==> src/rtl/rst_wb_arbiter_pkg.sv <==
// Shared types and sizing for the RST writeback arbiter and its per-FU result buffers.
package rst_wb_arbiter_pkg;

    localparam int NUM_FU = 3;
    localparam int REG_W  = 5;
    localparam int DATA_W = 32;
    localparam int DEPTH  = 2;
    localparam int TAG_W  = 2;
    localparam int PTR_W  = $clog2(DEPTH);
    localparam int CNT_W  = $clog2(DEPTH) + 1;

    typedef logic [DATA_W-1:0] word_t;
    typedef logic [TAG_W-1:0]  tag_t;

    typedef struct packed {
        logic [REG_W-1:0] rd;
        word_t            data;
        logic             spec;
        logic             killed;
    } wb_entry_t;

    function automatic tag_t rr_next(tag_t t);
        return (t == tag_t'(NUM_FU - 1)) ? '0 : t + tag_t'(1);
    endfunction

endpackage

==> src/rtl/rst_wb_fifo.sv <==
// Per-FU circular result buffer; flush marks held speculative entries killed, resolve clears spec.
module rst_wb_fifo
    import rst_wb_arbiter_pkg::*;
(
    input  logic             clk,
    input  logic             rst_n,
    input  logic             push,
    input  wb_entry_t        push_entry,
    input  logic             pop,
    input  logic             flush,
    input  logic             resolved,
    output wb_entry_t        head,
    output logic [CNT_W-1:0] count
);

    wb_entry_t        mem [DEPTH];
    logic [PTR_W-1:0] wr_ptr;
    logic [PTR_W-1:0] rd_ptr;

    always_ff @(posedge clk or negedge rst_n) begin
        if (!rst_n) begin
            wr_ptr <= '0;
            rd_ptr <= '0;
            count  <= '0;
            for (int k = 0; k < DEPTH; k++) begin
                mem[k] <= '0;
            end
        end else begin
            // Stale slots get marked too; harmless since a push overwrites the whole entry.
            for (int k = 0; k < DEPTH; k++) begin
                if (flush) begin
                    if (mem[k].spec) begin
                        mem[k].killed <= 1'b1;
                    end
                end else if (resolved) begin
                    mem[k].spec <= 1'b0;
                end
            end
            if (push) begin
                mem[wr_ptr] <= push_entry;
                wr_ptr      <= wr_ptr + PTR_W'(1);
            end
            if (pop) begin
                rd_ptr <= rd_ptr + PTR_W'(1);
            end
            case ({push, pop})
                2'b10:   count <= count + CNT_W'(1);
                2'b01:   count <= count - CNT_W'(1);
                default: ;
            endcase
        end
    end

    assign head = mem[rd_ptr];

endmodule

==> src/rtl/rst_wb_arbiter.sv <==
// Collects FU results into per-FU buffers and round-robins them onto the RST/regfile writeback port.
module rst_wb_arbiter
    import rst_wb_arbiter_pkg::*;
(
    input  logic                      clk,
    input  logic                      rst_n,
    input  logic [NUM_FU-1:0]         fu_valid,
    output logic [NUM_FU-1:0]         fu_ready,
    input  logic [NUM_FU*REG_W-1:0]   fu_rd,
    input  logic [NUM_FU*DATA_W-1:0]  fu_data,
    input  logic [NUM_FU-1:0]         fu_spec,
    input  logic                      flush,
    input  logic                      resolved,
    output logic                      wb_write,
    output logic [REG_W-1:0]          wb_sel,
    output logic [DATA_W-1:0]         wb_data,
    output logic [TAG_W-1:0]          wb_tag,
    output logic                      busy
);

    wb_entry_t        head       [NUM_FU];
    wb_entry_t        push_entry [NUM_FU];
    logic [CNT_W-1:0] count      [NUM_FU];
    logic [NUM_FU-1:0] push;
    logic [NUM_FU-1:0] pop;
    logic [NUM_FU-1:0] live;
    logic [NUM_FU-1:0] kill_pop;
    logic [NUM_FU-1:0] held;

    tag_t rr_ptr;
    tag_t grant_idx;
    logic grant_found;
    logic grant_valid;

    for (genvar g = 0; g < NUM_FU; g++) begin : g_fu
        assign fu_ready[g] = (count[g] < CNT_W'(DEPTH));
        assign held[g]     = (count[g] != '0);
        assign live[g]     = held[g] && !head[g].killed;
        assign kill_pop[g] = held[g] && head[g].killed;

        // A speculative result arriving with flush is swallowed: handshake completes, nothing stored.
        assign push[g] = fu_valid[g] & fu_ready[g] & ~(flush & fu_spec[g]);
        assign pop[g]  = kill_pop[g] | (grant_valid && (grant_idx == tag_t'(g)));

        assign push_entry[g] = {fu_rd[g*REG_W +: REG_W],
                                fu_data[g*DATA_W +: DATA_W],
                                fu_spec[g] & ~resolved,
                                1'b0};

        rst_wb_fifo u_fifo (
            .clk        (clk),
            .rst_n      (rst_n),
            .push       (push[g]),
            .push_entry (push_entry[g]),
            .pop        (pop[g]),
            .flush      (flush),
            .resolved   (resolved),
            .head       (head[g]),
            .count      (count[g])
        );
    end

    always_comb begin
        logic [2:0] sum;
        sum         = '0;
        grant_found = 1'b0;
        grant_idx   = '0;
        for (int k = 0; k < NUM_FU; k++) begin
            sum = {1'b0, rr_ptr} + 3'(k);
            if (sum >= 3'(NUM_FU)) begin
                sum = sum - 3'(NUM_FU);
            end
            if (!grant_found && live[sum[TAG_W-1:0]]) begin
                grant_found = 1'b1;
                grant_idx   = sum[TAG_W-1:0];
            end
        end
        // The winner's head is about to be killed by this flush, so it must not write back.
        grant_valid = grant_found && !(flush && head[grant_idx].spec);
    end

    always_ff @(posedge clk or negedge rst_n) begin
        if (!rst_n) begin
            rr_ptr   <= '0;
            wb_write <= 1'b0;
            wb_sel   <= '0;
            wb_data  <= '0;
            wb_tag   <= '0;
        end else if (grant_valid) begin
            rr_ptr   <= rr_next(grant_idx);
            wb_write <= 1'b1;
            wb_sel   <= head[grant_idx].rd;
            wb_data  <= head[grant_idx].data;
            wb_tag   <= grant_idx;
        end else begin
            wb_write <= 1'b0;
        end
    end

    assign busy = (|held) | wb_write;

endmodule

==> config.mk <==
export PLATFORM = sky130hd
export DESIGN_NAME = rst_wb_arbiter
export DESIGN_NICKNAME = d
export VERILOG_FILES = /design/src/rtl/rst_wb_arbiter_pkg.sv /design/src/rtl/rst_wb_fifo.sv /design/src/rtl/rst_wb_arbiter.sv
export SDC_FILE = /design/constraint.sdc
export NUM_CORES = 1
export LEC_CHECK = 0
export BUFFER_PORTS_ARGS = -buffer_cell sky130_fd_sc_hd__buf_2
export CORE_MARGIN = 2
export CORE_UTILIZATION = 39
export CTS_CLUSTER_DIAMETER = 150
export DETAILED_ROUTE_END_ITERATION = 8
export SKIP_LAST_GASP = 1
export SYNTH_ARGS = -nofsm -noshare
export SYNTH_HDL_FRONTEND = slang
export SYNTH_SLANG_ARGS = --single-unit
==> constraint.sdc <==
create_clock -name clk -period 2.8 [get_ports clk]
set_input_delay 0.14 -clock clk [delete_from_list [all_inputs] [get_ports clk]]
set_output_delay 0.14 -clock clk [all_outputs]
set_load 0.02 [all_outputs]
# Word level (Yosys, flattened, before mapping)
# Index checks and enable logic that the tools add are counted.
dict set report classes {
  add_sub_neg 18
  n_mux 68
  eq_ne 8
  order_cmp 19
  n_reduce_logical 30
  bitwise_logic 27
}
# op n
set op_table {}
lappend op_table {{39-bit 2-to-1 mux} 14}
lappend op_table {{78-bit bitwise mux} 3}
lappend op_table {{41-bit 2-to-1 mux} 3}
lappend op_table {{39-bit demux with 1-bit select} 3}
lappend op_table {{39-bit binary-select mux with 2-bit select} 1}
lappend op_table {{1-bit 2-to-1 mux} 31}
lappend op_table {{1-bit logical AND} 16}
lappend op_table {{2-bit greater-or-equal comparator (second input constant)} 7}
lappend op_table {{2-bit 2-to-1 mux} 7}
lappend op_table {{1-bit bitwise AND} 12}
lappend op_table {{1-bit inverter with 2-bit output} 6}
lappend op_table {{2-bit case mux with 2 select lines} 3}
lappend op_table {{2-bit nonzero test} 6}
lappend op_table {{2-bit by 3-bit less-than comparator with 1-bit output (second input constant)} 3}
lappend op_table {{2-bit by 1-bit adder with 2-bit output (second input constant)} 4}
lappend op_table {{2-bit by 1-bit == test with 1-bit output (second input constant)} 4}
lappend op_table {{2-bit == test (second input constant)} 4}
lappend op_table {{1-bit adder (second input constant)} 6}
lappend op_table {{1-bit binary-select mux with 2-bit select} 3}
lappend op_table {{3-bit by 2-bit greater-or-equal comparator with 1-bit output (second input constant)} 2}
lappend op_table {{1-bit zero test} 6}
lappend op_table {{2-bit by 1-bit less-than comparator with 1-bit output (second input constant)} 3}
lappend op_table {{2-bit less-than comparator (second input constant)} 3}
lappend op_table {{2-bit by 1-bit subtractor with 2-bit output (second input constant)} 3}
lappend op_table {{9 further kinds} 17}
dict set report word_totals {
  inputBits 121
  reg_bits 288
  word_cells 208
}

# Logic depth before layout (Yosys ltp)
# Gate-level depths: netlist of run 1.
dict set report logic_depth {
  word_depth 26
  ltp_mapped 15
}

# Modules after synthesis
# From an unflattened synthesis of run 1, not the netlist that was laid out.
dict set report unflattened {
  cells_unflattened 937
  area_unflattened_um2 13751.9
}
# module n_inst area_each_um2 cells_per_inst
set modules_own_cells {}
lappend modules_own_cells {rst_wb_fifo 3 3774.9 229}
lappend modules_own_cells {rst_wb_arbiter 1 2427.3 250}

# Worst setup path after synthesis of run 1
# OpenSTA, ideal clock, no wires.
dict set report synth_path {
  path_kind {reg2reg}
  start {reg rr_ptr[0]}
  end {reg g_fu[1].u_fifo.count[1]}
  arrival_time_ns 2.484
  path_slack_ns 0.236
  setup_time_ns 0.080
  path_buffers 3
  required_ns 2.720
  stages_incl_launch_ff 14
  synth_period_minus_slack_ns 2.564
  path_cell_list {dfrtp_1 > inv_1 > ha_1 > buf_1 > a21boi_2 > o311ai_4 > and3_1 > or2_1 > buf_4 > buf_4 > o21ai_0 > ha_1 > nor2_1 > xnor2_1}
}
dict set report synth_between {
  elab_chain_len 22
}
# element line_no
set synth_rtl {}
lappend synth_rtl {{from (decl)} rst_wb_arbiter.sv:30} ;# tag_t rr_ptr;
lappend synth_rtl {{from (signal assigned)} rst_wb_arbiter.sv:90} ;# rr_ptr <= rr_next(grant_idx);
lappend synth_rtl {{branches (longest 18 deep; another with 2-bit by 1-bit adder with 3-bit output)} --}
lappend synth_rtl {{1-bit logical AND (*)} rst_wb_arbiter.sv:43} ;# assign pop[g] = kill_pop[g] | (grant_valid && (grant_idx == tag_t'(g)));
lappend synth_rtl {{1-bit bitwise OR (*)} rst_wb_arbiter.sv:43}
lappend synth_rtl {{named net g_fu[1].u_fifo.pop} rst_wb_fifo.sv:9} ;# input logic pop,
lappend synth_rtl {{2-bit by 1-bit == test with 1-bit output / 2-bit == test (equally long branches)} rst_wb_fifo.sv:46} ;# case ({push, pop})
lappend synth_rtl {{2-bit case mux with 2 select lines / 2-bit nonzero test (equally long branches)} --}
lappend synth_rtl {{to (signal assigned)} rst_wb_fifo.sv:47} ;# 2'b10: count <= count + CNT_W'(1);
lappend synth_rtl {{to (signal assigned)} rst_wb_fifo.sv:48} ;# 2'b01: count <= count - CNT_W'(1);
lappend synth_rtl {{to (decl)} rst_wb_fifo.sv:13} ;# output logic [CNT_W-1:0] count
# Mark *: on every way through the listed nets, which the timed path passes. The select of a mux whose other input is x is not followed.
# A chain may end at the register's enable or synchronous reset.

# Worst setup path after layout of run 1
dict set report layout_path {
  start {reg rr_ptr[0]}
  end {reg wb_data[18]}
}
dict set report layout_between {
  elab_chain_len 18
}
# element line_no
set layout_rtl {}
lappend layout_rtl {{branches (longest 18 deep; another with 2-bit by 1-bit adder with 3-bit output)} --}
lappend layout_rtl {{to (signal assigned)} rst_wb_arbiter.sv:93} ;# wb_data <= head[grant_idx].data;
lappend layout_rtl {{to (decl)} rst_wb_arbiter.sv:16} ;# output logic [DATA_W-1:0] wb_data,
# Parallel ways; which one is timed is not known. The select of a mux whose other input is x is not followed.

==> reports/results.txt, run 1 <==
Gr ovfl total -> 0
Critical path arrival -> 3.02 ns
DR iter-0 viols -> 336
Area occupied by multi-input gates -> 0.005174 mm^2
Syn. warnings -> 0
Post-route cell area -> 0.01632 mm^2
Psw -> 7.276 mW
Post-CTS Setup Bufs -> 0
DR vias -> 8242
Via/cell ratio -> 5.035
Met2 routed WL -> 14.79 mm
Pre-CTS setup slack -> 0.2204 ns
CTS max path bufs -> 3
Worst hold path type -> in -> reg
Switching share of power -> 0.3504
Largest net degree at the start of global routing -> 74
H-tree levels -> 1
First-pass GRT wire length -> 48.89 mm
Unique cell type count in the Yosys netlist -> 45
Area delta synth->final -> 28.78%
FMAX -> 383.9 MHz
Top sig layer -> met5
Metal3 WL -> 1.180 mm
Max-slew headroom -> 0.4667
Gate Count Post-Synth -> 896
Clock Skew -> 0.005744 ns
CTS tree -> done
RSZ-0062 raised after global routing -> false
Clk pwr share -> 0.196
# IOs -> 165
Final hold violations -> 0
Per-cell routed wire length -> 19.02 um
I/O Buffers -> 164
Int Pwr -> 13.49 mW
Skew-Pair Late Insertion Delay -> 0.54 ns
Hold-fix buffers, CTS -> 117
Syn_nets -> 1022
Register area share after synthesis -> 0.5686
Detailed Routing Iterations Pass 1 -> 6
Routability-driven placement congestion ratio -> 0.7379
Post-synthesis register bit count -> 288
Critical Path Source -> rr_ptr[0]
All-layer global routing usage -> 0.1852
Nets -> 1295
R2R depth -> 9
CP Capture Type -> flop
Slew Limit Fails -> 0
Core box area -> 0.03229 mm^2
Initial Utilization -> 0.3925
Max FO, Critical Path -> 29
Setup violations, final -> 0
CTS sink count -> 288
Reg2reg start -> rr_ptr[0]
Die area -> 0.03396 mm^2
Root Driver -> clkbuf_16
Worst IR drop on VDD -> 0.0007892 V
Reg power frac -> 0.363
Initial antenna violation count -> 4
Dpl hpwl -> 19.55 mm
# DRC -> 0
FF+latch area -> 0.007216 mm^2
Mapped Avg Cell Area -> 14.15 um^2
Final Cycle Share -> 0.9302
CP Launch Type -> flop
Leakage power -> 7.300 nW
CTS Buf Count -> 31
Vias in the first global route -> 8629
Post-route setup slack -> 0.1953 ns
Fraction of layout cells with a size suffix above 1 -> 0.4342
Antenna Nets Post-Route -> 0
Fin Setup TNS -> 0 ns
Setup CP Type -> reg -> reg
Part of the power in combinational logic -> 0.441
Worst slew pin tran -> 0.7999 ns
Worst hold margin -> 0.09012 ns
Routed WL -> 31.13 mm
Outcome -> finished clean
Dpl cell area -> 0.01413 mm^2
Die Ht -> 184.3 um
Met1 wire length -> 14.54 mm
Tmin final -> 2.605 ns
Resize count post-CTS -> 0
Clock-pin slew on the worst setup and hold paths -> 0.06 ns
Max Cap Viol -> 0
Crit path required time -> 3.22 ns
Worst setup endpoint -> wb_data[18]
FILL cells -> 2856
Power Density -> 1272 mW/mm^2
R2r setup slk -> 0.20 ns
Standard-cell rows -> 66
Synthesized cell area -> 0.01267 mm^2
Die W -> 184.3 um
Reg-to-Reg End -> wb_data[18]
-- state kept, by name, indices dropped and copies added (netlist names) --
register / flops
wb_data: 32
wb_sel: 5
g_fu.u_fifo.rd_ptr: 3
wb_tag: 2
g_fu.u_fifo.wr_ptr: 3
g_fu.u_fifo.mem: 234
g_fu.u_fifo.count: 6
wb_write: 1
rr_ptr: 2
-- per-stage QoR --
stage,utilization,std cells,total power [mW]
after floorplan,-,896,14.25
after global placement,0.4376,1461,16.48
after detailed placement,0.4376,1461,16.76
after CTS,0.5053,1635,21.03
after global routing,0.5054,1636,22.14
final,0.5055,1637,20.76
-- worst min path at each step --
stage                     start                      end  slack (ns)  depth (start not counted)
after floorplan           rst_n  g_fu[0].u_fifo.count[0]       -0.16                          0
after global placement    rst_n   g_fu[2].u_fifo.mem[67]        0.14                          1
after detailed placement  rst_n  g_fu[2].u_fifo.count[1]        0.14                          1
after CTS                 flush    g_fu[2].u_fifo.mem[1]        0.06                          4
after global routing      flush    g_fu[2].u_fifo.mem[1]        0.08                          4
final                     flush    g_fu[2].u_fifo.mem[1]        0.09                          4
-- power by group through the flow --
stage | logic, mW | clock network, mW | registers, mW
finish | 9.16 | 4.08 | 7.53
global route | 9.95 | 4.37 | 7.82
CTS | 9.29 | 4.19 | 7.55
detailed placement | 9.14 | 0 | 7.62
global placement | 8.94 | 0 | 7.54
floorplan | 6.69 | 0 | 7.56
-- synth_stat cells (all sizes together) --
library cell | number | area share
a211oi | 1 | 0.00059
a21bo | 1 | 0.00079
a21boi | 1 | 0.00089
a21o | 3 | 0.0018
a21oi | 15 | 0.0059
a221o | 37 | 0.029
a22o | 1 | 0.00069
a22oi | 2 | 0.0012
a31oi | 2 | 0.0015
and2 | 1 | 0.00049
and3 | 2 | 0.00099
buf | 27 | 0.013
clkbuf | 37 | 0.011
dfrtp | 288 | 0.57
ha | 5 | 0.0049
inv | 12 | 0.0036
maj3 | 1 | 0.00089
mux2 | 260 | 0.23
mux2i | 85 | 0.069
nand2 | 15 | 0.0046
nand2b | 1 | 0.00049
nand3 | 6 | 0.0024
nand3b | 1 | 0.00059
nor2 | 19 | 0.0056
nor2b | 2 | 0.00099
nor3 | 1 | 0.00039
o211ai | 2 | 0.0012
o21ai | 6 | 0.0027
o21bai | 1 | 0.00059
o22ai | 42 | 0.021
o311ai | 1 | 0.0021
or2 | 4 | 0.0020
or3 | 1 | 0.00049
or4 | 1 | 0.00059
xnor2 | 12 | 0.0083
-- routing by layer --
| metal | vias to the layer above | track usage |
|---|---|---|
| met2 | 159 | 0.3102 |
| met3 | 49 | 0.02727 |
| met5 | - | 0 |
| met4 | 4 | 0.04256 |
| met1 | 4171 | 0.2549 |
| li1 | 3859 | - |
-- layout make-up --
type                       instances  share of cell area
antenna                            2           0.0003066
clock buffer                      44             0.05358
clock inverter                    13            0.008739
inverter                          12            0.002760
multi-input combinational        532              0.3170
sequential                       288              0.4421
tap                              442             0.03388
timing repair buffer             304              0.1417
-- cells by family (layout without fill, tap and decap cells) --
logic type	after synthesis	count (layout)	share of synthesized area
buffers and inverters	76	373	0.02774
adder cells (fa/ha/maj)	6	6	0.005824
AND/OR/NAND/NOR	54	54	0.01965
XOR/XNOR	12	12	0.008292
AO/OA/AOI/OAI	115	115	0.06979
other	0	2	0
multiplexers	345	345	0.3001
flip-flops	288	288	0.5686
-- placed cells by master, fill, tap and decap left out, drive strengths merged, types with 2 or more instances in the layout --
master | Yosys | layout
dfrtp | 288 | 288
a221o | 37 | 37
buf | 27 | 187
mux2 | 260 | 260
a22oi | 2 | 2
inv | 12 | 12
a21o | 3 | 3
o211ai | 2 | 2
and3 | 2 | 2
diode | 0 | 2
dlygate4sd3 | 0 | 117
bufinv | 0 | 3
nand3 | 6 | 6
ha | 5 | 5
a21oi | 15 | 15
nand2 | 15 | 15
xnor2 | 12 | 12
o22ai | 42 | 42
o21ai | 6 | 6
nor2 | 19 | 19
or2 | 4 | 4
clkinv | 0 | 9
a31oi | 2 | 2
nor2b | 2 | 2
mux2i | 85 | 85
clkbuf | 37 | 44
-- critical path, stage by stage (launching register included) --
cell	delay, ns
dfrtp_1	0.37
inv_1	0.05
ha_1	0.41
a21boi_2	0.22
o311ai_4	0.31
mux2i_1	0.14
a31oi_2	0.23
nand2_2	0.08
buf_4	0.27
a221o_1	0.40
(Power assumes the default switching activity.)
==> run 2, diff against run 1 <==
--- a/config.mk
+++ b/config.mk
@@ -5,7 +5,9 @@
 export SDC_FILE = /design/constraint.sdc
 export NUM_CORES = 1
 export LEC_CHECK = 0
+export ABC_AREA = 1
 export BUFFER_PORTS_ARGS = -buffer_cell sky130_fd_sc_hd__buf_2
+export CORE_ASPECT_RATIO = 0.8
 export CORE_MARGIN = 2
 export CORE_UTILIZATION = 39
 export CTS_CLUSTER_DIAMETER = 150
==> run 2 against run 1 <==
Global-route usage grew 2.6 points. Critical path type unchanged. Clock skew increased by 0.0017 ns. First-iteration DRC count grew to 2.8 times the previous value. Critical endpoint is now g_fu[0].u_fifo.count[1]. Highest routed layer is now met4. Clock power up 2%. Sequential share of layout area is 1.3 points lower. Via count is 35% higher. Cell count up 39%.
==> reports/results.txt, run 2 <==
Gr ovfl total -> 0 (unchanged)
FILL cells -> 3179 (+11%)
Detailed Routing Iterations Pass 1 -> 6 (unchanged)
Top cell type's share of synthesized area -> 0.5462 (-0.02238)
Area occupied by multi-input gates -> 0.004933 mm^2 (-4.6%)
Clock-pin slew on the worst setup and hold paths -> 0.06 ns (about the same)
Metal3 WL -> 1.741 mm (+48%)
CP Launch Type -> flop
Routed WL -> 36.59 mm (+18%)
Most flops, register -> g_fu.u_fifo.mem
WHS Endpoint -> g_fu[0].u_fifo.wr_ptr
Dpl cell area -> 0.01450 mm^2 (+2.6%)
Max-slew headroom -> 0.2557 (-0.2111)
Setup violations, final -> 0 (unchanged)
Register area share after synthesis -> 0.5462 (-0.02238)
Met2 routed WL -> 17.49 mm (+18%)
Critical path arrival -> 3.15 ns (+0.13 ns)
Final Cycle Share -> 0.9728 (+0.04255)
# IOs -> 165 (unchanged)
Largest net degree at the start of global routing -> 89 (+20%)
RSZ-0062 raised after global routing -> true
Worst hold path type -> in -> reg
Mapped Avg Cell Area -> 8.452 um^2 (-40%)
# DRC -> 0 (unchanged)
Leading post-synthesis cells by cell area -> dfrtp_1, nand2_1, o21ai_0
CTS tree -> done
Vias in the first global route -> 11100 (+29%)
Max FFs per register -> 234 (unchanged)
Post-synth EDFFs -> 0 (unchanged)
Per-cell routed wire length -> 16.08 um (-15%)
Reg2reg start -> rr_ptr[0]
Fraction of layout cells with a size suffix above 1 -> 0.1890 (-0.2452)
Initial antenna violation count -> 0 (-4)
Worst slew pin tran -> 1.116 ns (+0.3166 ns)
Commonest non-fill, non-tap cell in the layout -> nand2_1
Inst Count DP -> 2102 (+44%)
Syn. warnings -> 0 (unchanged)
Power Density -> 1406 mW/mm^2 (+10%)
R2R depth -> 17 (+8)
Synth cell count leaders -> nand2_1, o21ai_0, dfrtp_1, inv_1, clkbuf_1
CP Capture Type -> flop
FMAX -> 367.1 MHz (-4.4%)
FF+latch area -> 0.007209 mm^2 (about the same)
Biggest regs -> g_fu.u_fifo.mem x234, wb_data x32, g_fu.u_fifo.count x6
Crit path required time -> 3.23 ns (about the same)
Setup CP Type -> reg -> reg
Critical Path Source -> rr_ptr[0]
Antenna Nets Post-Route -> 0 (unchanged)
Met1 wire length -> 16.51 mm (+14%)
DR iter-0 viols -> 939 (+180%)
Syn_nets -> 1687 (+65%)
Top FF cell, synth -> dfrtp_1
Outcome -> finished clean
Die Ht -> 168.5 um (-8.6%)
Via/cell ratio -> 4.891 (-2.8%)
Layout Cells excl Fill -> 2275 (+39%)
Final hold violations -> 0 (unchanged)
Top sig layer -> met4
CTS sink count -> 288 (unchanged)
Dpl hpwl -> 24.12 mm (+23%)
Reg-to-Reg End -> g_fu[0].u_fifo.count[1]
Final Util -> 0.5018 (-0.003747)
Core box area -> 0.03348 mm^2 (+3.7%)
Standard-cell rows -> 60 (-9.1%)
Most frequent cells in the layout -> nand2_1, o21ai_0, dfrtp_1, inv_1, buf_2
Largest area contributor in the netlist -> dfrtp_1
Area delta synth->final -> 27.33%
Tmin final -> 2.724 ns (+0.1191 ns)
R2r setup slk -> 0.08 ns (-0.12 ns)
Unique cell type count in the Yosys netlist -> 29 (-36%)
Clock Skew -> 0.007416 ns (+0.001672 ns)
Max Cap Viol -> 0 (unchanged)
FFs w/ async S/R, synth -> 1.000 (unchanged)
Die area -> 0.03533 mm^2 (+4.0%)
Synthesized cell area -> 0.01319 mm^2 (+4.1%)
Max FO, Critical Path -> 6 (-79%)
Hold Path Depth -> 4 (unchanged)
DR vias -> 11130 (+35%)
Routability-driven placement congestion ratio -> 0.8834 (+20%)
Post-route cell area -> 0.01680 mm^2 (+2.9%)
Gate Count Post-Synth -> 1561 (+74%)
H-tree levels -> 1 (unchanged)
Skew-Pair Late Insertion Delay -> 0.55 ns (about the same)
Nets -> 1947 (+50%)
Slew Limit Fails -> 0 (unchanged)
Worst IR drop on VDD -> 0.001221 V (+55%)
Die W -> 209.6 um (+14%)
Post-synthesis register bit count -> 288 (unchanged)
Initial Utilization -> 0.3941 (+0.001514)
CTS max path bufs -> 3 (unchanged)
Hold_sp -> fu_valid[0]
Top-count cell post-synth -> nand2_1
CTS Buf Count -> 29 (-6.5%)
All-layer global routing usage -> 0.2114 (+0.02628)
Diode count -> 0 (-2)
Leakage power -> 8.468 nW (+16%)
First-pass GRT wire length -> 59.82 mm (+22%)
Root Driver -> clkbuf_16
I/O Buffers -> 164 (unchanged)
==> run 2: changes by cell type in the layout (fill, tap and decap cells not counted), sizes merged, moves of 18 or more <==
| cell | change |
|---|---|
| nand2 | +395 |
| o21ai | +313 |
| mux2 | -260 |
| inv | +176 |
| mux2i | -55 |
| or2 | +52 |
| o211ai | +51 |
| o22ai | -42 |
| a221o | -37 |
| nand3 | +26 |
| buf | +19 |
| nor2 | +18 |
==> run 2: routing by layer <==
| layer | GRT usage | vias up |
|---|---|---|
| li1 | - | 5518 |
| met1 | 0.2881 | 5286 |
| met2 | 0.3566 | 270 |
| met3 | 0.03414 | 54 |
| met4 | 0.04810 | 0 |
| met5 | 0 | - |
==> run 2: worst max-delay path, stage by stage, from the launching register on <==
cell     delay, ns
dfrtp_1       0.40
inv_2         0.07
ha_4          0.31
inv_4         0.05
nand3_1       0.10
nand3_1       0.11
nand2_2       0.14
nand3_2       0.10
nand3_1       0.10
nand2_2       0.10
nand3_1       0.11
nand3_2       0.14
nand3_2       0.11
nand2_1       0.08
ha_1          0.31
a21oi_1       0.11
o21ai_0       0.11
xor2_1        0.15
==> run 2: power by group <==
| group | total [mW] | switching, mW | internal [mW] |
|---|---|---|---|
| logic | 12.3 | 7.77 | 4.49 |
| clock network | 4.18 | 1.67 | 2.51 |
| registers | 7.17 | 0.996 | 6.17 |
==> run 2: repair_timing <==
item                                    CTS  global route
resized for setup                         2            20
endpoints found under the hold margin   460             0
hold buffers                            119             0
pin swaps                                 0             4
endpoints found under the setup margin    3            44
setup buffers                             0             3
==> run 2: worst max path at each step <==
stage	endpoint	slack [ns]
2_1_floorplan	g_fu[0].u_fifo.count[1]	0.12
3_3_place_gp	g_fu[1].u_fifo.count[1]	0.09
3_5_place_dp	g_fu[0].u_fifo.count[1]	-0.06
4_1_cts	g_fu[0].u_fifo.count[1]	0.001
5_1_grt	g_fu[1].u_fifo.count[1]	-0.08
6_report	g_fu[0].u_fifo.count[1]	0.08
==> run 2: cell type report <==
class,instances,area share
flip-flops and latches,288,0.4291
multi-input cells,989,0.2937
repair buffers,325,0.1421
clock buffers,39,0.04901
inverters,188,0.04230
well taps,434,0.03232
clock inverters,12,0.01147
==> run 2: kinds of logic (layout without fill, tap and decap cells) <==
logic type / Yosys count / after routing / share of synthesized area
simple gates: 544 / 544 / 0.1716
compound gates: 404 / 404 / 0.1659
buf+inv: 284 / 564 / 0.08487
mux: 30 / 30 / 0.02276
fa+ha+maj: 5 / 5 / 0.004742
flops: 288 / 288 / 0.5462
xor+xnor: 6 / 6 / 0.003984
==> run 2: per-stage QoR <==
stage,setup slack (ns),setup TNS [ns],power (mW),hold WS [ns]
5_1_grt,-0.07541,-0.3254,25.80,0.05804
3_3_place_gp,0.08947,0,18.94,0.05679
2_1_floorplan,0.1160,0,15.36,-0.1556
4_1_cts,0.001010,0,23.59,0.01318
6_report,0.07619,0,23.62,0.03460
3_5_place_dp,-0.06461,-0.1764,19.20,0.05775
==> run 3, diff against run 2 <==
--- a/config.mk
+++ b/config.mk
@@ -6,6 +6,7 @@
 export NUM_CORES = 1
 export LEC_CHECK = 0
 export ABC_AREA = 1
+export ABC_CLOCK_PERIOD_IN_PS = 2800
 export BUFFER_PORTS_ARGS = -buffer_cell sky130_fd_sc_hd__buf_2
 export CORE_ASPECT_RATIO = 0.8
 export CORE_MARGIN = 2
==> constraint.sdc (replaced) <==
create_clock -name clk -period 2.8 [get_ports clk]
set_input_delay 0 -clock clk [delete_from_list [all_inputs] [get_ports clk]]
set_output_delay 0 -clock clk [all_outputs]
set_load 0.02 [all_outputs]
==> run 3 against run 2 <==
Power hardly changed. Sequential share of layout area is 0.22 points lower. Critical path type unchanged. Clock skew grew 0.0041 ns. Combinational power about the same.
==> reports/results.txt, run 3 (synthesis results as in run 2) <==
Routability-driven placement congestion ratio -> 0.8957 (+1.4%)
Clock Skew -> 0.01148 ns (+0.004068 ns)
Fraction of layout cells with a size suffix above 1 -> 0.1900 (+0.0009345)
CP Launch Type -> flop
Critical path arrival -> 3.09 ns (-0.06 ns)
CTS sink count -> 288 (unchanged)
Largest net degree at the start of global routing -> 96 (+7.9%)
Setup CP Type -> reg -> reg
Commonest non-fill, non-tap cell in the layout -> nand2_1
Dpl hpwl -> 23.80 mm (-1.3%)
Leakage power -> 8.517 nW (+0.58%)
CTS max path bufs -> 3 (unchanged)
Slew Limit Fails -> 0 (unchanged)
DR iter-0 viols -> 969 (+3.2%)
Initial antenna violation count -> 0 (unchanged)
# DRC -> 0 (unchanged)
Max FFs per register -> 234 (unchanged)
GRT met1 Usage -> 0.2814 (-0.006644)
H-tree levels -> 1 (unchanged)
Core box area -> 0.03348 mm^2 (unchanged)
Die Ht -> 168.5 um (unchanged)
Diode count -> 0 (unchanged)
FMAX -> 378.0 MHz (+3.0%)
GR peak layer -> met2
Final Util -> 0.5043 (+0.002541)
R2R depth -> 18 (+1)
DR vias -> 11080 (-0.40%)
Reg2reg start -> rr_ptr[0]
Worst slew pin tran -> 1.065 ns (-0.05179 ns)
Detailed Routing Iterations Pass 1 -> 6 (unchanged)
CTS Buf Count -> 31 (+6.9%)
Root Driver -> clkbuf_16
FILL cells -> 3213 (+1.1%)
Crit path required time -> 3.24 ns (about the same)
Reg-to-Reg End -> g_fu[1].u_fifo.count[1]
All-layer global routing usage -> 0.2064 (-0.005087)
Area delta synth->final -> 27.98%
Clock-pin slew on the worst setup and hold paths -> 0.06 ns (about the same)
Routed WL -> 36.35 mm (-0.65%)
Standard-cell rows -> 60 (unchanged)
R2r setup slk -> 0.15 ns (+0.08 ns)
Gr ovfl total -> 0 (unchanged)
Final Cycle Share -> 0.9449 (-0.02792)
CTS tree -> done
Worst setup endpoint -> g_fu[1].u_fifo.count[1]
Die area -> 0.03533 mm^2 (unchanged)
Final hold violations -> 0 (unchanged)
GR Util met2 -> 0.3406 (-0.01603)
Outcome -> finished clean
Most flops, register -> g_fu.u_fifo.mem
# IOs -> 165 (unchanged)
CP delay by family, top -> simple AND/OR/NAND/NOR gates
Max-slew headroom -> 0.2902 (+0.03453)
Most frequent cells in the layout -> nand2_1, o21ai_0, dfrtp_1, inv_1, buf_2
I/O Buffers -> 164 (unchanged)
Initial Utilization -> 0.3941 (unchanged)
Critical Path Source -> rr_ptr[0]
Met3 usage -> 0.03878 (+0.004638)
Vias in the first global route -> 10870 (-2.1%)
Worst path max stage delay -> 0.38 ns (-0.02 ns)
Antenna Nets Post-Route -> 0 (unchanged)
First-pass GRT wire length -> 58.49 mm (-2.2%)
Post-route setup slack -> 0.1544 ns (+0.07817 ns)
Max FO, Critical Path -> 6 (unchanged)
Worst IR drop on VDD -> 0.001446 V (+18%)
Die W -> 209.6 um (unchanged)
Crit-path cells -> inv_1, ha_4, inv_4, nand3_1, nand3_1, nand2_2, nand3_2, nand3_1, nand2_2, nand2_1, nand2_1, nand3_2, nand3_2, nand2_1, ha_1, a21oi_1, o21ai_0, xor2_1
Setup violations, final -> 0 (unchanged)
Power Density -> 1400 mW/mm^2 (-0.43%)
Number of stages on the worst setup path -> 18 (+1)
Nets -> 1955 (+0.41%)
Post-route cell area -> 0.01688 mm^2 (+0.51%)
Worst hold path type -> in -> async
Per-cell routed wire length -> 15.89 um (-1.2%)
Max Cap Viol -> 0 (unchanged)
Biggest regs -> g_fu.u_fifo.mem x234, wb_data x32, g_fu.u_fifo.count x6
Skew-Pair Late Insertion Delay -> 0.57 ns (+0.02 ns)
Via/cell ratio -> 4.846 (-0.93%)
WP buf/inv -> 2 (unchanged)
CP max stage cell -> dfrtp_1
Tmin final -> 2.646 ns (-0.07817 ns)
Pre-CTS setup slack -> -0.02192 ns (+0.04269 ns)
Dpl cell area -> 0.01453 mm^2 (+0.22%)
CP Capture Type -> flop
==> run 3: cell types whose count changed in the layout (fill, tap and decap cells not counted), sizes merged <==
cell / previous run / this run
bufinv: 5 / 1
clkinv: 4 / 7
clkbuf: 39 / 48
dlygate4sd3: 119 / 122
clkinvlp: 3 / 1
buf: 206 / 209
==> run 3: layout make-up <==
class                           count  area (um^2)  area share
Inverter                          188        713.2     0.04224
Clock buffer                       48        949.7     0.05624
Multi-Input combinational cell    989         4928      0.2919
Tap cell                          434        543.0     0.03216
Timing Repair Buffer              331         2465      0.1460
Sequential cell                   288         7209      0.4270
Clock inverter                      9        76.32    0.004520
==> run 3: worst min-delay path by stage <==
stage | start | to | depth (start not counted)
after floorplan | rst_n | g_fu[0].u_fifo.count[0] | 0
after global placement | rst_n | g_fu[1].u_fifo.mem[29] | 1
after detailed placement | rst_n | g_fu[1].u_fifo.mem[28] | 1
after CTS | rst_n | g_fu[1].u_fifo.mem[29] | 2
after global routing | rst_n | g_fu[1].u_fifo.mem[28] | 2
final | rst_n | g_fu[1].u_fifo.mem[28] | 2
==> run 3: metal layers <==
layer | vias to the layer above | share of wire
met1 | 5197 | 0.45
met3 | 67 | 0.053
met2 | 285 | 0.47
met5 | - | 0
met4 | 0 | 0.027
li1 | 5534 | -
==> run 3: metrics by stage <==
step | hold WS (ns) | TNS, ns | instances | power, mW
3_5_place_dp | 0.09416 | -0.02974 | 2103 | 19.24
5_1_grt | 0.1046 | -0.01635 | 2287 | 25.71
2_1_floorplan | -0.2956 | 0 | 1561 | 15.36
3_3_place_gp | 0.08706 | 0 | 2103 | 19.01
6_report | 0.04358 | 0 | 2287 | 23.63
4_1_cts | 0.09263 | 0 | 2282 | 23.59
==> run 3: what timing repair did <==
action / in CTS / in global routing
hold buffers: 122 / 0
endpoints found under the hold margin: 325 / 0
endpoints found under the setup margin: 2 / 46
buffers inserted: 0 / 5
cloned: 0 / 0
gates resized for setup: 1 / 20
pin swaps: 0 / 7
==> run 3: where the power goes <==
group	internal, mW	switching, mW
combinational	4.54	7.83
sequential	6.18	0.985
clock	2.41	1.69
